`src/rtl/alu_seq_pkg.sv`:
```
// alu_seq_pkg: shared types and constants for the ALU sequencer.
//   state_t      - sequencer FSM states (IDLE, SHIFT, DONE)
//   shift_kind_t - direction/fill of an iterative shift
//   OPC_*        - the six supported RV32I major opcodes
//   F3_*         - RV32I funct3 encodings for integer ALU ops
//   is_shift_op  - true when opcode/funct3 select SLL/SRL/SRA
package alu_seq_pkg;

  typedef enum logic [1:0] {
    IDLE  = 2'd0,
    SHIFT = 2'd1,
    DONE  = 2'd2
  } state_t;

  typedef enum logic [1:0] {
    SH_SLL = 2'd0,
    SH_SRL = 2'd1,
    SH_SRA = 2'd2
  } shift_kind_t;

  localparam logic [6:0] OPC_STORE  = 7'b0100011;
  localparam logic [6:0] OPC_LOAD   = 7'b0000011;
  localparam logic [6:0] OPC_LUI    = 7'b0110111;
  localparam logic [6:0] OPC_AUIPC  = 7'b0010111;
  localparam logic [6:0] OPC_OP_IMM = 7'b0010011;
  localparam logic [6:0] OPC_OP     = 7'b0110011;

  localparam logic [2:0] F3_ADD  = 3'b000;
  localparam logic [2:0] F3_SLL  = 3'b001;
  localparam logic [2:0] F3_SLT  = 3'b010;
  localparam logic [2:0] F3_SLTU = 3'b011;
  localparam logic [2:0] F3_XOR  = 3'b100;
  localparam logic [2:0] F3_SRL  = 3'b101;
  localparam logic [2:0] F3_OR   = 3'b110;
  localparam logic [2:0] F3_AND  = 3'b111;

  function automatic logic is_shift_op(input logic [6:0] opcode, input logic [2:0] funct3);
    return ((opcode == OPC_OP_IMM) || (opcode == OPC_OP)) &&
           ((funct3 == F3_SLL) || (funct3 == F3_SRL));
  endfunction

endpackage

```
`src/rtl/alu_sequencer_if.sv`:
```
// alu_sequencer_if: request/response bundle of the ALU sequencer.
//   master modport - requester side (drives request, flush, out_ready)
//   slave modport  - sequencer side (drives in_ready, result, err, busy)
// Handshake: a request transfers on a rising edge where in_valid and
// in_ready are both 1; a result transfers on a rising edge where out_valid
// and out_ready are both 1. valid must not depend on ready, and flush
// cancels both sides of the handshake for that edge.
interface alu_sequencer_if #(
  parameter int XLEN = 32
);
  logic            in_valid;
  logic            in_ready;
  logic [6:0]      opcode;
  logic [2:0]      funct3;
  logic            funct7_30;
  logic [XLEN-1:0] data0;
  logic [XLEN-1:0] data1;
  logic            flush;
  logic            out_valid;
  logic            out_ready;
  logic [XLEN-1:0] result;
  logic            err;
  logic            busy;

  modport master (
    output in_valid, opcode, funct3, funct7_30, data0, data1, flush, out_ready,
    input  in_ready, out_valid, result, err, busy
  );

  modport slave (
    input  in_valid, opcode, funct3, funct7_30, data0, data1, flush, out_ready,
    output in_ready, out_valid, result, err, busy
  );
endinterface

```
`src/rtl/alu_core.sv`:
```
// alu_core: combinational single-cycle ALU for every non-shift operation,
// plus unsupported-opcode detection.
//   opcode, funct3, funct7_30 - decoded instruction fields
//   data0, data1              - pre-muxed operands
//   result                    - computed value (data0 for shift funct3, so a
//                               zero-distance shift passes the operand through)
//   err                       - opcode is not one of the six supported ones
module alu_core
  import alu_seq_pkg::*;
#(
  parameter int XLEN = 32
) (
  input  logic [6:0]      opcode,
  input  logic [2:0]      funct3,
  input  logic            funct7_30,
  input  logic [XLEN-1:0] data0,
  input  logic [XLEN-1:0] data1,
  output logic [XLEN-1:0] result,
  output logic            err
);

  always_comb begin
    result = '0;
    err    = 1'b0;
    case (opcode)
      OPC_STORE, OPC_LOAD, OPC_LUI, OPC_AUIPC: result = data0 + data1;
      OPC_OP_IMM, OPC_OP: begin
        case (funct3)
          // Bit 30 of an I-type word is immediate, so SUB only exists for OP.
          F3_ADD:  result = ((opcode == OPC_OP) && funct7_30) ? data0 - data1 : data0 + data1;
          F3_SLT:  result = {{(XLEN-1){1'b0}}, ($signed(data0) < $signed(data1))};
          F3_SLTU: result = {{(XLEN-1){1'b0}}, (data0 < data1)};
          F3_XOR:  result = data0 ^ data1;
          F3_OR:   result = data0 | data1;
          F3_AND:  result = data0 & data1;
          default: result = data0;
        endcase
      end
      default: err = 1'b1;
    endcase
  end

endmodule

```
`src/rtl/alu_sequencer.sv`:
```
// alu_sequencer: RV32I integer ALU with a one-bit-per-cycle shifter.
//   clk, rst_n - clock, asynchronous active-low reset
//   bus        - request/response interface (slave modport)
//   dbg_state  - current FSM state
// Non-shift ops and unsupported opcodes finish in DONE one cycle after
// accept; shifts by N>0 spend N cycles in SHIFT first. DONE holds the
// result until out_ready; flush returns to IDLE from any state.
module alu_sequencer
  import alu_seq_pkg::*;
#(
  parameter int XLEN    = 32,
  parameter int SHAMT_W = 5
) (
  input  logic   clk,
  input  logic   rst_n,
  alu_sequencer_if.slave bus,
  output state_t dbg_state
);

  state_t               state;
  shift_kind_t          kind;
  shift_kind_t          req_kind;
  logic [SHAMT_W-1:0]   cnt;
  logic [SHAMT_W-1:0]   shamt;
  logic [XLEN-1:0]      result_q;
  logic [XLEN-1:0]      shifted;
  logic [XLEN-1:0]      core_result;
  logic                 core_err;
  logic                 err_q;
  logic                 accept;
  logic                 start_shift;

  alu_core #(.XLEN(XLEN)) u_core (
    .opcode    (bus.opcode),
    .funct3    (bus.funct3),
    .funct7_30 (bus.funct7_30),
    .data0     (bus.data0),
    .data1     (bus.data1),
    .result    (core_result),
    .err       (core_err)
  );

  assign shamt       = bus.data1[SHAMT_W-1:0];
  assign accept      = bus.in_valid & bus.in_ready;
  assign start_shift = is_shift_op(bus.opcode, bus.funct3) && (shamt != '0);
  assign req_kind    = (bus.funct3 == F3_SLL) ? SH_SLL : (bus.funct7_30 ? SH_SRA : SH_SRL);

  always_comb begin
    shifted = result_q;
    case (kind)
      SH_SLL:  shifted = {result_q[XLEN-2:0], 1'b0};
      SH_SRL:  shifted = {1'b0, result_q[XLEN-1:1]};
      SH_SRA:  shifted = {result_q[XLEN-1], result_q[XLEN-1:1]};
      default: shifted = result_q;
    endcase
  end

  always_ff @(posedge clk or negedge rst_n) begin
    if (!rst_n) begin
      state    <= IDLE;
      kind     <= SH_SLL;
      cnt      <= '0;
      result_q <= '0;
      err_q    <= 1'b0;
    end else if (bus.flush) begin
      // Result is deliberately kept; only the error flag is cleared.
      state <= IDLE;
      cnt   <= '0;
      err_q <= 1'b0;
    end else begin
      case (state)
        IDLE: begin
          if (accept) begin
            if (start_shift) begin
              result_q <= bus.data0;
              cnt      <= shamt;
              kind     <= req_kind;
              err_q    <= 1'b0;
              state    <= SHIFT;
            end else begin
              result_q <= core_result;
              cnt      <= '0;
              err_q    <= core_err;
              state    <= DONE;
            end
          end
        end
        SHIFT: begin
          result_q <= shifted;
          cnt      <= cnt - 1'b1;
          if (cnt == SHAMT_W'(1)) state <= DONE;
        end
        DONE: begin
          if (bus.out_ready) state <= IDLE;
        end
        default: state <= IDLE;
      endcase
    end
  end

  assign bus.in_ready  = (state == IDLE) && !bus.flush;
  assign bus.out_valid = (state == DONE);
  assign bus.busy      = (state != IDLE);
  assign bus.result    = result_q;
  assign bus.err       = err_q;
  assign dbg_state     = state;

endmodule

```
`src/flat_wrapper.sv`:
```
// flat-port wrapper written by rule: the top's interface ports become plain ports
module alu_sequencer_flat import alu_seq_pkg::*;
#(
  parameter int XLEN    = 32,
  parameter int SHAMT_W = 5
)
  (clk, rst_n, dbg_state, bus_in_valid, bus_opcode, bus_funct3, bus_funct7_30, bus_data0, bus_data1, bus_flush, bus_out_ready, bus_in_ready, bus_out_valid, bus_result, bus_err, bus_busy);
  alu_sequencer_if #(.XLEN(XLEN)) bus_i ();
  input  logic clk;
  input  logic rst_n;
  output state_t dbg_state;
  input wire logic [$bits(bus_i.in_valid)-1:0] bus_in_valid;
  input wire logic [$bits(bus_i.opcode)-1:0] bus_opcode;
  input wire logic [$bits(bus_i.funct3)-1:0] bus_funct3;
  input wire logic [$bits(bus_i.funct7_30)-1:0] bus_funct7_30;
  input wire logic [$bits(bus_i.data0)-1:0] bus_data0;
  input wire logic [$bits(bus_i.data1)-1:0] bus_data1;
  input wire logic [$bits(bus_i.flush)-1:0] bus_flush;
  input wire logic [$bits(bus_i.out_ready)-1:0] bus_out_ready;
  output wire logic [$bits(bus_i.in_ready)-1:0] bus_in_ready;
  output wire logic [$bits(bus_i.out_valid)-1:0] bus_out_valid;
  output wire logic [$bits(bus_i.result)-1:0] bus_result;
  output wire logic [$bits(bus_i.err)-1:0] bus_err;
  output wire logic [$bits(bus_i.busy)-1:0] bus_busy;
  assign bus_i.in_valid = bus_in_valid;
  assign bus_i.opcode = bus_opcode;
  assign bus_i.funct3 = bus_funct3;
  assign bus_i.funct7_30 = bus_funct7_30;
  assign bus_i.data0 = bus_data0;
  assign bus_i.data1 = bus_data1;
  assign bus_i.flush = bus_flush;
  assign bus_i.out_ready = bus_out_ready;
  assign bus_in_ready = bus_i.in_ready;
  assign bus_out_valid = bus_i.out_valid;
  assign bus_result = bus_i.result;
  assign bus_err = bus_i.err;
  assign bus_busy = bus_i.busy;
  alu_sequencer #(.XLEN(XLEN), .SHAMT_W(SHAMT_W)) u_core (.clk(clk), .rst_n(rst_n), .bus(bus_i), .dbg_state(dbg_state));
endmodule
```
`config.mk`:
```
export PLATFORM = sky130hd
export DESIGN_NAME = alu_sequencer_flat
export DESIGN_NICKNAME = d
export VERILOG_FILES = /design/src/rtl/alu_seq_pkg.sv /design/src/rtl/alu_sequencer_if.sv /design/src/rtl/alu_core.sv /design/src/rtl/alu_sequencer.sv /design/src/flat_wrapper.sv
export SDC_FILE = /design/constraint.sdc
export NUM_CORES = 1
export LEC_CHECK = 0
export BUFFER_PORTS_ARGS = -buffer_cell sky130_fd_sc_hd__buf_2
export CAP_MARGIN = 10
export CELL_PAD_IN_SITES_DETAIL_PLACEMENT = 0
export CELL_PAD_IN_SITES_GLOBAL_PLACEMENT = 2
export CORE_AREA = 4 4 158 190
export CTS_CLUSTER_DIAMETER = 80
export DETAILED_ROUTE_END_ITERATION = 12
export DIE_AREA = 0 0 162 194
export PLACE_DENSITY_LB_ADDON = 0.1
export SKIP_CTS_REPAIR_TIMING = 1
export SLEW_MARGIN = 20
export SYNTH_ARGS = -nofsm -noshare
export SYNTH_HDL_FRONTEND = slang
export SYNTH_SLANG_ARGS = --single-unit
```
`constraint.sdc`:
```
create_clock -name clk -period 2.3 [get_ports clk]
set_clock_uncertainty 0.05 [all_clocks]
set_input_delay 0.575 -clock clk [delete_from_list [all_inputs] [get_ports clk]]
set_output_delay 0.575 -clock clk [all_outputs]
set_load 0.01 [all_outputs]
```
# == After elaboration in Yosys (flattened, before gate mapping) ==
# Index checks and enable logic that the tools add are counted.
# classes
add_sub_neg,3
magnitude_cmp,2
n_eq_ne,25
muxes,24
bitwise_logic,5
reduce_logical,25
# ops
operator,n
32-bit one-hot mux with 6 select lines,1
32-bit one-hot mux with 2 select lines,2
32-bit two-way mux,3
32-bit one-hot mux with 3 select lines,1
32-bit < comparator,2
32-bit adder,1
32-bit AND,1
32-bit OR,1
32-bit subtractor,1
32-bit bitwise XOR,1
7-bit by 6-bit equality test with 1-bit output (second input constant),3
5-bit two-way mux,3
7-bit by 5-bit equality test with 1-bit output (second input constant),2
2-bit two-way mux,7
3-bit equality test (second input constant),4
5-bit one-hot mux with 2 select lines,1
4-bit AND reduction,2
2-bit nonzero test,4
7-bit by 2-bit equality test with 1-bit output (second input constant),1
3-bit by 2-bit equality test with 1-bit output (second input constant),2
3-bit by 2-bit inequality test with 1-bit output (second input constant),2
2-bit one-hot mux with 3 select lines,1
6-bit OR reduction,1
5-bit by 1-bit equality test with 1-bit output (second input constant),1
24 further kinds,36
# totals
reg_bits,42
output_inout_bits,38
word_cells,90

# == Longest topological paths before layout ==
# Gate-level depths: netlist (run 1).
# logic_depth
depth_word,8
mapped_depth,13
mapped_depth_nobuf,13

# == Modules after synthesis ==
# Synthesis (run 1) repeated with hierarchy kept, for this count alone.
# hier_totals
cells_unflattened,1222
hier_area_um2,8587.0
# modules_own_cells
module,n_inst,cells_each,area_each_um2,seq_area_each_um2
alu_core,1,928,5804.3,0.0
alu_sequencer,1,294,2782.7,1051.0

# == Worst setup path after synthesis (run 1) ==
# OpenSTA, ideal clock, no wires.
# synth_timing
path_type,in2reg
from,input port bus_data1[0]
to,register u_core.result_q[30] (netlist: u_core.bus.result[30])
setup_time_ns,0.124
t_arrival_ns,3.113
t_required_ns,2.126
path_slack_ns,-0.987
path_stages,13
n_path_buf,0
cell_sequence,ha_1 inv_1 fa_1 and2b_1 o31ai_2 a211oi_2 nor2_2 o31a_1 o41a_1 nor4b_1 nor3_2 o41ai_1 o31a_1
# synth_between
elab_chain_len,7
elab_cells_between_ends,10
classes_between,add/sub (2); mux (6); reduce/logical (2)
# synth_rtl
element,line_no,rtl
start: declaration,flat_wrapper.sv:17,input wire logic [$bits(bus_i.data1)-1:0] bus_data1;
32-bit adder / 32-bit subtractor (equally long branches),"alu_core.sv:26, alu_core.sv:30",
32-bit two-way mux,alu_core.sv:30,F3_ADD: result = ((opcode == OPC_OP) && funct7_30) ? data0 - data1 : data0 + data1;
32-bit one-hot mux with 6 select lines,alu_core.sv:28,case (funct3)
32-bit one-hot mux with 2 select lines,alu_core.sv:25,case (opcode)
32-bit two-way mux *,alu_sequencer.sv:74,if (start_shift) begin
32-bit two-way mux *,alu_sequencer.sv:73,if (accept) begin
32-bit one-hot mux with 2 select lines *,alu_sequencer.sv:71,case (state)
end signal: assignment,alu_sequencer.sv:75,result_q <= bus.data0;
end signal: assignment,alu_sequencer.sv:81,result_q <= core_result;
end signal: assignment,alu_sequencer.sv:89,result_q <= shifted;
end: declaration,alu_sequencer.sv:25,logic [XLEN-1:0] result_q;
# Mark *: on every way between the ends. The rest lies on a longest branch, timed or not. The select of a mux whose other input is x is not followed.
# A chain may end at the register's enable or synchronous reset.

# == Worst setup path in the final report (run 1) ==
# Ends and elaborated chain as after synthesis.

==> results.yml, run 1 <==
grt:
  grt_start_max_net_pins: 39
  vias_in_the_first_global_route: 11198
  grt_antenna_before_repair: 0
  grt.overflow.total: 0
  grt_pass1_wl_um: 65390
  gr-usage-all-layers: 0.2638
sta:
  count_of_pins_over_their_slew_limit: 0
  whs_ns: 0.2353
  max_slew_margin: 0.5743
  worst_pin_slew_ns: 0.6385
  final.setup.tns_ns: -19.06
  fmax_mhz: 316.2
  finalCriticalPeriod_ns: 3.162
  grt_setup_unrepaired: "true"
  hold_viol: 0
  layout_setup_ws_ns: -0.8624
  setup_violations: 31
  final_period_util: 1.375
power_and_ir_drop:
  net-switching-power_mw: 1.981
  comb_power_share: 0.631
  power_leakage_nw: 6.415
  swShare: 0.4287
  internal_power_mw: 2.639
  clkPwrFrac: 0.169
  power.density_cell_area_mw_per_mm2: 335.2
  power.sequential.fraction: 0.201
  ir_worst_vdd_mv: 0.2525
synthesis:
  yosys.area_share.simple: 0.2000
  synth_edf_count: 0
  netlist_area_mm2: 0.008352
  yosysSeqAreaShare: 0.1258
  netlist_top_cells_count: "sky130_fd_sc_hd__nor2_1 (119), sky130_fd_sc_hd__a21oi_1 (116), sky130_fd_sc_hd__o21ai_0 (115)"
  synth-xor-area-share: 0.04090
  synth.net_count: 1390
  most_area_hungry_cell_type_in_the_yosys_netlist: "sky130_fd_sc_hd__ha_1"
  synth_top_area_frac: 0.1513
  postSynthRegisterBits: 42
  netlist_top_cells_area: "sky130_fd_sc_hd__ha_1 (15%), sky130_fd_sc_hd__dfrtp_1 (13%), sky130_fd_sc_hd__a21oi_1 (7.0%), sky130_fd_sc_hd__o21ai_0 (6.9%), sky130_fd_sc_hd__nor2_1 (5.3%)"
  synth_compound_gate_area_share: 0.3750
  synth_mux_area_frac: 0.01588
  synth_fa_ha_area_frac: 0.1561
  yosys_warnings: 0
  postSynth.asyncResetShare: 1.000
  main_synth_ff_type: "sky130_fd_sc_hd__dfrtp_1"
  synth.most_common_cell: "sky130_fd_sc_hd__nor2_1"
  synthesized_instance_count: 1207
  per_instance_average_area_after_synthesis_um2: 6.919
  synth_top_family_by_area: "compound AO/OA/AOI/OAI gates"
  ys_types: 85
cts:
  clock_insertion_delay_worst_skew_ns: 0.30
  cts_max_path_buffers: 2
  cts.reportedPaths.clkPinSlew_ns: 0.07
  cts.htree.levels: 2
  cts_sinks: 42
  cts-buffers-inserted: 5
  ctsRootBufferMaster: "sky130_fd_sc_hd__clkbuf_16"
  tritoncts: "built"
placement:
  placed_cell_area_mm2: 0.01280
  place_hpwl_um: 35080
  io_buffer_count: 117
  gpl.final_weighted_congestion: 0.9371
detailed_routing:
  drt_iter0_drc: 747
  routed_wirelength_um: 42720
  drt_pass1_iterations: 5
  ant_nets: 0
  vias_per_cell: 5.365
  dr_total_vias: 11110
  drc: 0
  avgRoutedWirePerCell_um: 20.63
critical_path:
  critical_path_arrival_ns: 3.30
  worst_setup_path_endpoint: "u_core.bus.result[30]"
  worstRegToRegCells: 10
  worstReg2RegEnd: "u_core.bus.result[30]"
  reg2reg_slack_ns: -0.29
  cp-startpoint: "bus_data1[0]"
  path_max_fanout: 4
  crit_path_start_kind: "input port"
  path_class: "input port to flip-flop"
  worst_setup_path_end_kind: "flip-flop"
  timing.critical_path.required_ns: 2.44
  crit-reg2reg-launch: "u_core.kind[1]"
final_layout:
  fraction_of_layout_instances_using_a_drive_strength_above_1: 0.4403
  final_design_area_no_fill_mm2: 0.01378
  flow.area_growth_from_synthesis_pct: 65.03
  antennaDiodeCount: 0
  layout_net_count: 1874
  final.fill_count: 2911
floorplanning:
  die_y_um: 194
  floorplan_core_area_mm2: 0.02800
  pin_count: 118
  floorplan.die_area_mm2: 0.03143
  chip_width_um: 162
  initial_utilization: 0.2983
  placement_rows: 67
flow_run:
  max-cap-violations: 0
run_status:
  outcome: "finished, violations left"
  failed_checks: "negative setup slack"
min_path:
  hold_path.class: "input port to async pin"
==> metal layers <==
metal | track usage | part of all wire
met5 | 0 | 0
met3 | 0.02467 | 0.043
met1 | 0.3516 | 0.44
met2 | 0.4589 | 0.49
met4 | 0.06299 | 0.024
==> worst min-delay path by stage <==
stage,from,to,cells past startpoint
after CTS,rst_n,u_core.bus.result[5],1
after detailed placement,u_core.bus.err,u_core.bus.err,2
after global placement,u_core.bus.err,u_core.bus.err,2
final,rst_n,u_core.bus.result[6],1
after floorplan,rst_n,u_core.bus.err,0
after global routing,rst_n,u_core.bus.result[6],1
==> metrics by stage <==
stage | util | setup WS [ns] | instances | total power [mW]
2_1_floorplan | - | -0.8665 | 1207 | 2.251
3_3_place_gp | 0.4570 | -1.279 | 2043 | 3.585
3_5_place_dp | 0.4570 | -1.334 | 2043 | 3.588
4_1_cts | 0.4624 | -1.019 | 2051 | 4.387
5_1_grt | 0.4923 | -0.9650 | 2071 | 4.918
6_report | 0.4923 | -0.8624 | 2071 | 4.620
==> sequential cells by signal, summed over array words and instances (netlist names) <==
signal,cells
u_core.bus.result,32
u_core.dbg_state,2
u_core.kind,2
u_core.bus.err,1
u_core.cnt,5
==> final cells by class <==
cell class,instances,area [µm²],area share
clock buffer,6,138.9,0.01008
timing repair buffer,561,4169,0.3025
inverter,100,440.4,0.03195
sequential,42,1051,0.07625
multi-input combinational,981,7497,0.5439
clock inverter,2,12.51,0.0009078
tap,379,474.2,0.03440
==> power by group through the flow <==
stage / clock network (mW) / registers (mW) / logic [mW]
2_1_floorplan: 0 / 0.915 / 1.34
3_3_place_gp: 0 / 0.937 / 2.65
5_1_grt: 0.822 / 0.932 / 3.16
4_1_cts: 0.798 / 0.924 / 2.67
3_5_place_dp: 0 / 0.938 / 2.65
6_report: 0.780 / 0.927 / 2.91
==> critical path, cell delays in order <==
cell and delay (ns):
sky130_fd_sc_hd__buf_8 0.08, sky130_fd_sc_hd__ha_4 0.13, sky130_fd_sc_hd__inv_2 0.03, sky130_fd_sc_hd__fa_2 0.35, sky130_fd_sc_hd__and2b_2 0.26, sky130_fd_sc_hd__o31ai_4 0.07
sky130_fd_sc_hd__a211oi_4 0.33, sky130_fd_sc_hd__nor2_2 0.07, sky130_fd_sc_hd__o31a_1 0.33, sky130_fd_sc_hd__o41a_1 0.40, sky130_fd_sc_hd__nor4b_1 0.18, sky130_fd_sc_hd__nor3_2 0.12
sky130_fd_sc_hd__o41ai_1 0.09, sky130_fd_sc_hd__o31a_1 0.28
==> placed cells by master, fill, tap and decap left out, types with 10 or more instances in the layout <==
cell type	synthesis	final
sky130_fd_sc_hd__mux2i_1	11	11
sky130_fd_sc_hd__a21oi_1	116	97
sky130_fd_sc_hd__inv_2	2	14
sky130_fd_sc_hd__o21ai_0	115	91
sky130_fd_sc_hd__a21oi_2	1	16
sky130_fd_sc_hd__nor2_1	119	105
sky130_fd_sc_hd__buf_6	1	20
sky130_fd_sc_hd__o211ai_1	25	25
sky130_fd_sc_hd__xnor2_1	28	27
sky130_fd_sc_hd__buf_2	15	107
sky130_fd_sc_hd__xor2_1	11	11
sky130_fd_sc_hd__nand3_1	20	16
sky130_fd_sc_hd__ha_4	0	17
sky130_fd_sc_hd__nor3_1	25	19
sky130_fd_sc_hd__buf_4	1	419
sky130_fd_sc_hd__a221oi_1	28	23
sky130_fd_sc_hd__a22oi_1	18	17
sky130_fd_sc_hd__nand2_1	96	95
sky130_fd_sc_hd__dfrtp_1	42	42
sky130_fd_sc_hd__o21ai_1	6	24
sky130_fd_sc_hd__nor2b_1	15	14
sky130_fd_sc_hd__a21o_1	16	16
sky130_fd_sc_hd__ha_1	101	80
sky130_fd_sc_hd__o22ai_1	15	13
sky130_fd_sc_hd__nand2b_1	13	10
sky130_fd_sc_hd__nand4_1	10	10
sky130_fd_sc_hd__inv_1	97	72
sky130_fd_sc_hd__a31oi_1	16	13
==> kinds of logic after synthesis <==
kind of cell,count (synthesis)
flops,42
fa+ha+maj,103
xor+xnor,39
compound gates,475
mux,13
buf+inv,184
simple gates,351
Power figures use the tool's default switching activity.
==> run 2: changes to the inputs <==
==> constraint.sdc (replaced) <==
create_clock -name clk -period 2.3 [get_ports clk]
set_clock_uncertainty 0.05 [all_clocks]
set_input_delay 0.23 -clock clk [delete_from_list [all_inputs] [get_ports clk]]
set_output_delay 0.23 -clock clk [all_outputs]
set_load 0.01 [all_outputs]
==> results.yml, run 2 (synthesized netlist as in run 1, its figures left out) <==
final_layout:
  final.fill_count: 2869
  multi_input_logic_area_mm2: 0.007740
  layout.area.seq_mm2: 0.001051
  commonest_cells_after_routing_fill_and_taps_aside: "sky130_fd_sc_hd__buf_4 (404), sky130_fd_sc_hd__nor2_1 (108), sky130_fd_sc_hd__buf_2 (100)"
  antennaDiodeCount: 0
  largest_register_ffs: 32
  most_common_library_cell_in_the_layout_ignoring_fill_and_taps: "sky130_fd_sc_hd__buf_4"
  flow.area_growth_from_synthesis_pct: 67.22
  final_design_area_no_fill_mm2: 0.01397
  fraction_of_layout_instances_using_a_drive_strength_above_1: 0.4554
  layout_net_count: 1862
sta:
  worst_pin_slew_ns: 0.6440
  whs_ns: -0.01881
  max_slew_margin: 0.5707
  grt_setup_unrepaired: "true"
  final_period_util: 1.235
  setup_violations: 29
  finalCriticalPeriod_ns: 2.841
  fmax_mhz: 352.0
  layout_setup_ws_ns: -0.5411
  hold_viol: 19
  count_of_pins_over_their_slew_limit: 0
detailed_routing:
  routed_wirelength_um: 42310
  ant_nets: 0
  vias_per_cell: 5.387
  drt_pass1_iterations: 5
  avgRoutedWirePerCell_um: 20.55
  drt_iter0_drc: 906
  drc: 0
  dr_total_vias: 11091
power_and_ir_drop:
  power.density_cell_area_mw_per_mm2: 341.3
  power_leakage_nw: 6.432
  total_power_mw: 4.766
  ir_worst_vdd_mv: 0.2522
critical_path:
  crit_slowest_cell: "sky130_fd_sc_hd__o41a_1"
  path_common_cell: "sky130_fd_sc_hd__o31a_1"
  path_max_fanout: 3
  worst_setup_path_end_kind: "flip-flop"
  path_class: "input port to flip-flop"
  cp_cell_sequence: "buf_8, ha_4, inv_2, fa_2, and2b_2, o31ai_4, a211oi_2, buf_4, nor2_4, o31a_1, o41a_1, nor4b_4, nor3_2, o41ai_2, o31a_1"
  crit_path_start_kind: "input port"
  timing.critical_path.required_ns: 2.44
  cpPeakStageDelay_ns: 0.39
  reg2reg_slack_ns: -0.30
  critical_path_arrival_ns: 2.98
  worstRegToRegCells: 10
  worst_setup_path_endpoint: "u_core.bus.result[30]"
  worstReg2RegEnd: "u_core.bus.result[30]"
  crit-reg2reg-launch: "u_core.kind[0]"
  cp-startpoint: "bus_data1[0]"
cts:
  tritoncts: "built"
  clock_insertion_delay_worst_skew_ns: 0.30
  cts.htree.levels: 2
  cts-buffers-inserted: 5
  ctsRootBufferMaster: "sky130_fd_sc_hd__clkbuf_16"
  cts_max_path_buffers: 2
  cts.reportedPaths.clkPinSlew_ns: 0.07
  cts_sinks: 42
grt:
  grt_start_max_net_pins: 43
  vias_in_the_first_global_route: 10859
  grt.overflow.total: 0
  grt_antenna_before_repair: 0
  gr-usage-all-layers: 0.2534
  grt_pass1_wl_um: 63200
run_status:
  outcome: "finished, violations left"
  failed_checks: "negative hold slack, negative setup slack"
floorplanning:
  initial_utilization: 0.2983
  floorplan.die_area_mm2: 0.03143
  placement_rows: 67
  pin_count: 118
  die_y_um: 194
  floorplan_core_area_mm2: 0.02800
  chip_width_um: 162
min_path:
  hold_path.class: "input port to async pin"
placement:
  gpl.final_weighted_congestion: 0.9209
  placed_cell_area_mm2: 0.01238
  io_buffer_count: 117
  place_hpwl_um: 33870
flow_run:
  max-cap-violations: 0
-- run 2: changes by cell type in the layout (fill, tap and decap cells not counted), sizes merged --
cell	previous run	this run
buf	560	548
bufinv	0	1
clkinv	2	1
-- run 2: area by class of cell --
class / count / share of cell area
Tap cell: 379 / 0.03395
Multi-Input combinational cell: 981 / 0.5542
Inverter: 100 / 0.03028
Clock buffer: 6 / 0.009228
Clock inverter: 2 / 0.002688
Sequential cell: 42 / 0.07526
Timing Repair Buffer: 549 / 0.2944
-- run 2: worst min-delay path by stage --
stage	startpoint	end	slack (ns)	depth (start not counted)
CTS	rst_n	u_core.bus.result[4]	0.009	2
global placement	rst_n	u_core.bus.result[3]	0.34	2
finish	rst_n	u_core.bus.result[4]	-0.02	2
floorplan	rst_n	u_core.bus.err	-0.12	0
global route	rst_n	u_core.bus.result[4]	0.04	2
detailed placement	rst_n	u_core.bus.result[3]	0.33	2
-- run 2: metrics by stage --
step | worst slack [ns] | TNS [ns] | utilization | cells | hold slack, ns
2_1_floorplan | -0.5215 | -4.427 | - | 1207 | -0.1156
5_1_grt | -0.6469 | -10.93 | 0.4988 | 2059 | 0.04250
6_report | -0.5411 | -7.565 | 0.4988 | 2059 | -0.01881
3_5_place_dp | -1.000 | -21.46 | 0.4423 | 2015 | 0.3272
4_1_cts | -0.6852 | -12.12 | 0.4482 | 2023 | 0.009254
3_3_place_gp | -0.9543 | -20.48 | 0.4423 | 2015 | 0.3406
-- run 2: layer usage --
metal	part of all wire	track usage	wire length, µm	vias to the layer above
li1	-	-	-	5359
met1	0.44	0.3455	18630	5281
met2	0.48	0.4307	20230	368
met3	0.051	0.02254	2141	83
met4	0.031	0.06393	1305	0
met5	0	0	0	-
-- run 2: power by group --
group          internal [mW]  total, mW  switching [mW]  leakage [nW]
combinational           1.44       2.97            1.54          5.82
clock                  0.515      0.870           0.355        0.0771
sequential             0.809      0.924           0.116         0.539
-- run 2: worst max-delay path: cells and delay by family --
| kind | cells | cell delay, ns |
|---|---|---|
| compound gates | 6 | 1.39 |
| simple gates | 4 | 0.59 |
| buf+inv | 3 | 0.29 |
| fa+ha+maj | 2 | 0.47 |
==> run 3: changes to the inputs <==
Settings changed: SKIP_CTS_REPAIR_TIMING 1 to not set, SLEW_MARGIN 20 to not set.
==> results.yml, run 3 (synthesized netlist as in run 1, its figures left out) <==
run_status:
  outcome: "finished, violations left"
  failed_checks: "negative hold slack, negative setup slack"
detailed_routing:
  drt_pass1_iterations: 5
  dr_total_vias: 11080
  vias_per_cell: 5.381
  drt_iter0_drc: 904
  routed_wirelength_um: 42160
  ant_nets: 0
  drc: 0
  avgRoutedWirePerCell_um: 20.48
critical_path:
  timing.critical_path.required_ns: 2.44
  path_class: "input port to flip-flop"
  critical_path_arrival_ns: 2.98
  crit_buf_inv: 3
  crit_slowest_cell: "sky130_fd_sc_hd__o41a_1"
  crit_path_start_kind: "input port"
  path_common_cell: "sky130_fd_sc_hd__o31a_1"
  cpPeakStageDelay_ns: 0.39
  worst_setup_path_end_kind: "flip-flop"
  path_max_fanout: 3
  critPathTopFamily: "compound AO/OA/AOI/OAI gates"
  cp_cell_sequence: "buf_8, ha_4, inv_2, fa_2, and2b_2, o31ai_4, a211oi_2, buf_4, nor2_4, o31a_1, o41a_1, nor4b_4, nor3_2, o41ai_2, o31a_1"
cts:
  cts_max_path_buffers: 2
  tritoncts: "built"
  postCtsHoldBufs: 0
  clock_insertion_delay_worst_skew_ns: 0.30
  cts.htree.levels: 2
  ctsRootBufferMaster: "sky130_fd_sc_hd__clkbuf_16"
  cts.reportedPaths.clkPinSlew_ns: 0.07
  cts_sinks: 42
  cts-buffers-inserted: 5
final_layout:
  antennaDiodeCount: 0
  layout_net_count: 1862
  fraction_of_layout_instances_using_a_drive_strength_above_1: 0.4393
  most_common_library_cell_in_the_layout_ignoring_fill_and_taps: "sky130_fd_sc_hd__buf_4"
  flow.area_growth_from_synthesis_pct: 64.84
  commonest_cells_after_routing_fill_and_taps_aside: "sky130_fd_sc_hd__buf_4 (406), sky130_fd_sc_hd__buf_2 (110), sky130_fd_sc_hd__nor2_1 (106)"
  final_core_utilization: 0.4917
  finalNonFillerCells: 2059
  largest_register_ffs: 32
sta:
  layout_setup_ws_ns: -0.5441
  count_of_pins_over_their_slew_limit: 0
  finalCriticalPeriod_ns: 2.844
  fmax_mhz: 351.6
  grt_setup_unrepaired: "true"
  hold_viol: 18
  final.setup.tns_ns: -7.764
  worst_pin_slew_ns: 0.6465
  setup_violations: 28
  whs_ns: -0.02826
  final_period_util: 1.237
  max_slew_margin: 0.5690
grt:
  grt_start_max_net_pins: 43
  vias_in_the_first_global_route: 11144
  gr-usage-all-layers: 0.2577
  grt.overflow.total: 0
  grt_antenna_before_repair: 0
  grt_pass1_wl_um: 64290
min_path:
  hold_path.class: "input port to async pin"
placement:
  place_hpwl_um: 33870
  gpl.final_weighted_congestion: 0.9209
  io_buffer_count: 117
  post-place-cells: 2015
flow_run:
  max-cap-violations: 0
floorplanning:
  floorplan.die_area_mm2: 0.03143
  chip_width_um: 162
  initial_utilization: 0.2983
  placement_rows: 67
  die_y_um: 194
  pin_count: 118
  floorplan_core_area_mm2: 0.02800
power_and_ir_drop:
  ir_worst_vdd_mv: 0.2644
  power_leakage_nw: 6.440
  power.density_cell_area_mw_per_mm2: 341.9
  total_power_mw: 4.707
==> run 3: metal layers <==
metal  global-route usage  up-vias  wire length, µm
met4              0.07991        0             1334
li1                     -     5361                -
met1               0.3442     5254            18530
met5                    0        -                0
met2               0.4350      390            20000
met3              0.02849       75             2294
==> run 3: report_power, final <==
| group | switching [mW] | leakage, nW | internal, mW |
|---|---|---|---|
| Clock | 0.359 | 0.0771 | 0.515 |
| Combinational | 1.52 | 5.82 | 1.40 |
| Sequential | 0.112 | 0.539 | 0.809 |
| Total | 1.99 | 6.44 | 2.72 |
==> run 3: worst register-to-register path, cell delays in order (launching register included) <==
cell and delay [ns]:
sky130_fd_sc_hd__dfrtp_1 0.40, sky130_fd_sc_hd__inv_2 0.07, sky130_fd_sc_hd__ha_4 0.26, sky130_fd_sc_hd__nor2_1 0.05
sky130_fd_sc_hd__a2111o_1 0.47, sky130_fd_sc_hd__a221o_1 0.27, sky130_fd_sc_hd__o21ai_0 0.16, sky130_fd_sc_hd__nand4_1 0.18
sky130_fd_sc_hd__nor3_2 0.23, sky130_fd_sc_hd__o41ai_2 0.10, sky130_fd_sc_hd__o31a_1 0.28
==> run 3: area by class of cell <==
cell class              instances  area, µm²
clock inverters                 2      37.54
repair buffers                549       4056
flip-flops and latches         42       1051
clock buffers                   6      128.9
inverters                     100      407.9
multi-input cells             981       7611
fillers                      2885      14230
well taps                     379      474.2
==> run 3: per-stage QoR <==
step | area [µm²] | setup slack, ns
final | 13770 | -0.5441
after global routing | 13770 | -0.6340
after CTS | 13320 | -0.5075
after detailed placement | 12380 | -1.000
after global placement | 12380 | -0.9543
after floorplan | 8662 | -0.5215
==> run 3: path summary, 6_finish.rpt <==
path,from,slack [ns],cells past startpoint,to
setup / recovery,bus_data1[0],-0.54,15,u_core.bus.result[30]
hold / removal,rst_n,-0.03,2,u_core.bus.result[3]
setup reg to reg,u_core.kind[0],-0.33,10,u_core.bus.result[30]
hold reg to reg,u_core.bus.err,0.48,2,u_core.bus.err
max in group asynchronous,rst_n,1.78,2,u_core.bus.result[8]
min in group clk,bus_funct7_30,0.21,3,u_core.kind[0]
==> run 3: what timing repair did <==
| item | CTS | global route |
|---|---|---|
| hold endpoints to repair | 0 | 0 |
| resized for setup | 127 | 80 |
| setup endpoints to repair | 29 | 34 |
| pin swaps | 55 | 55 |
| cloned | 0 | 1 |
| buffers inserted | 24 | 11 |
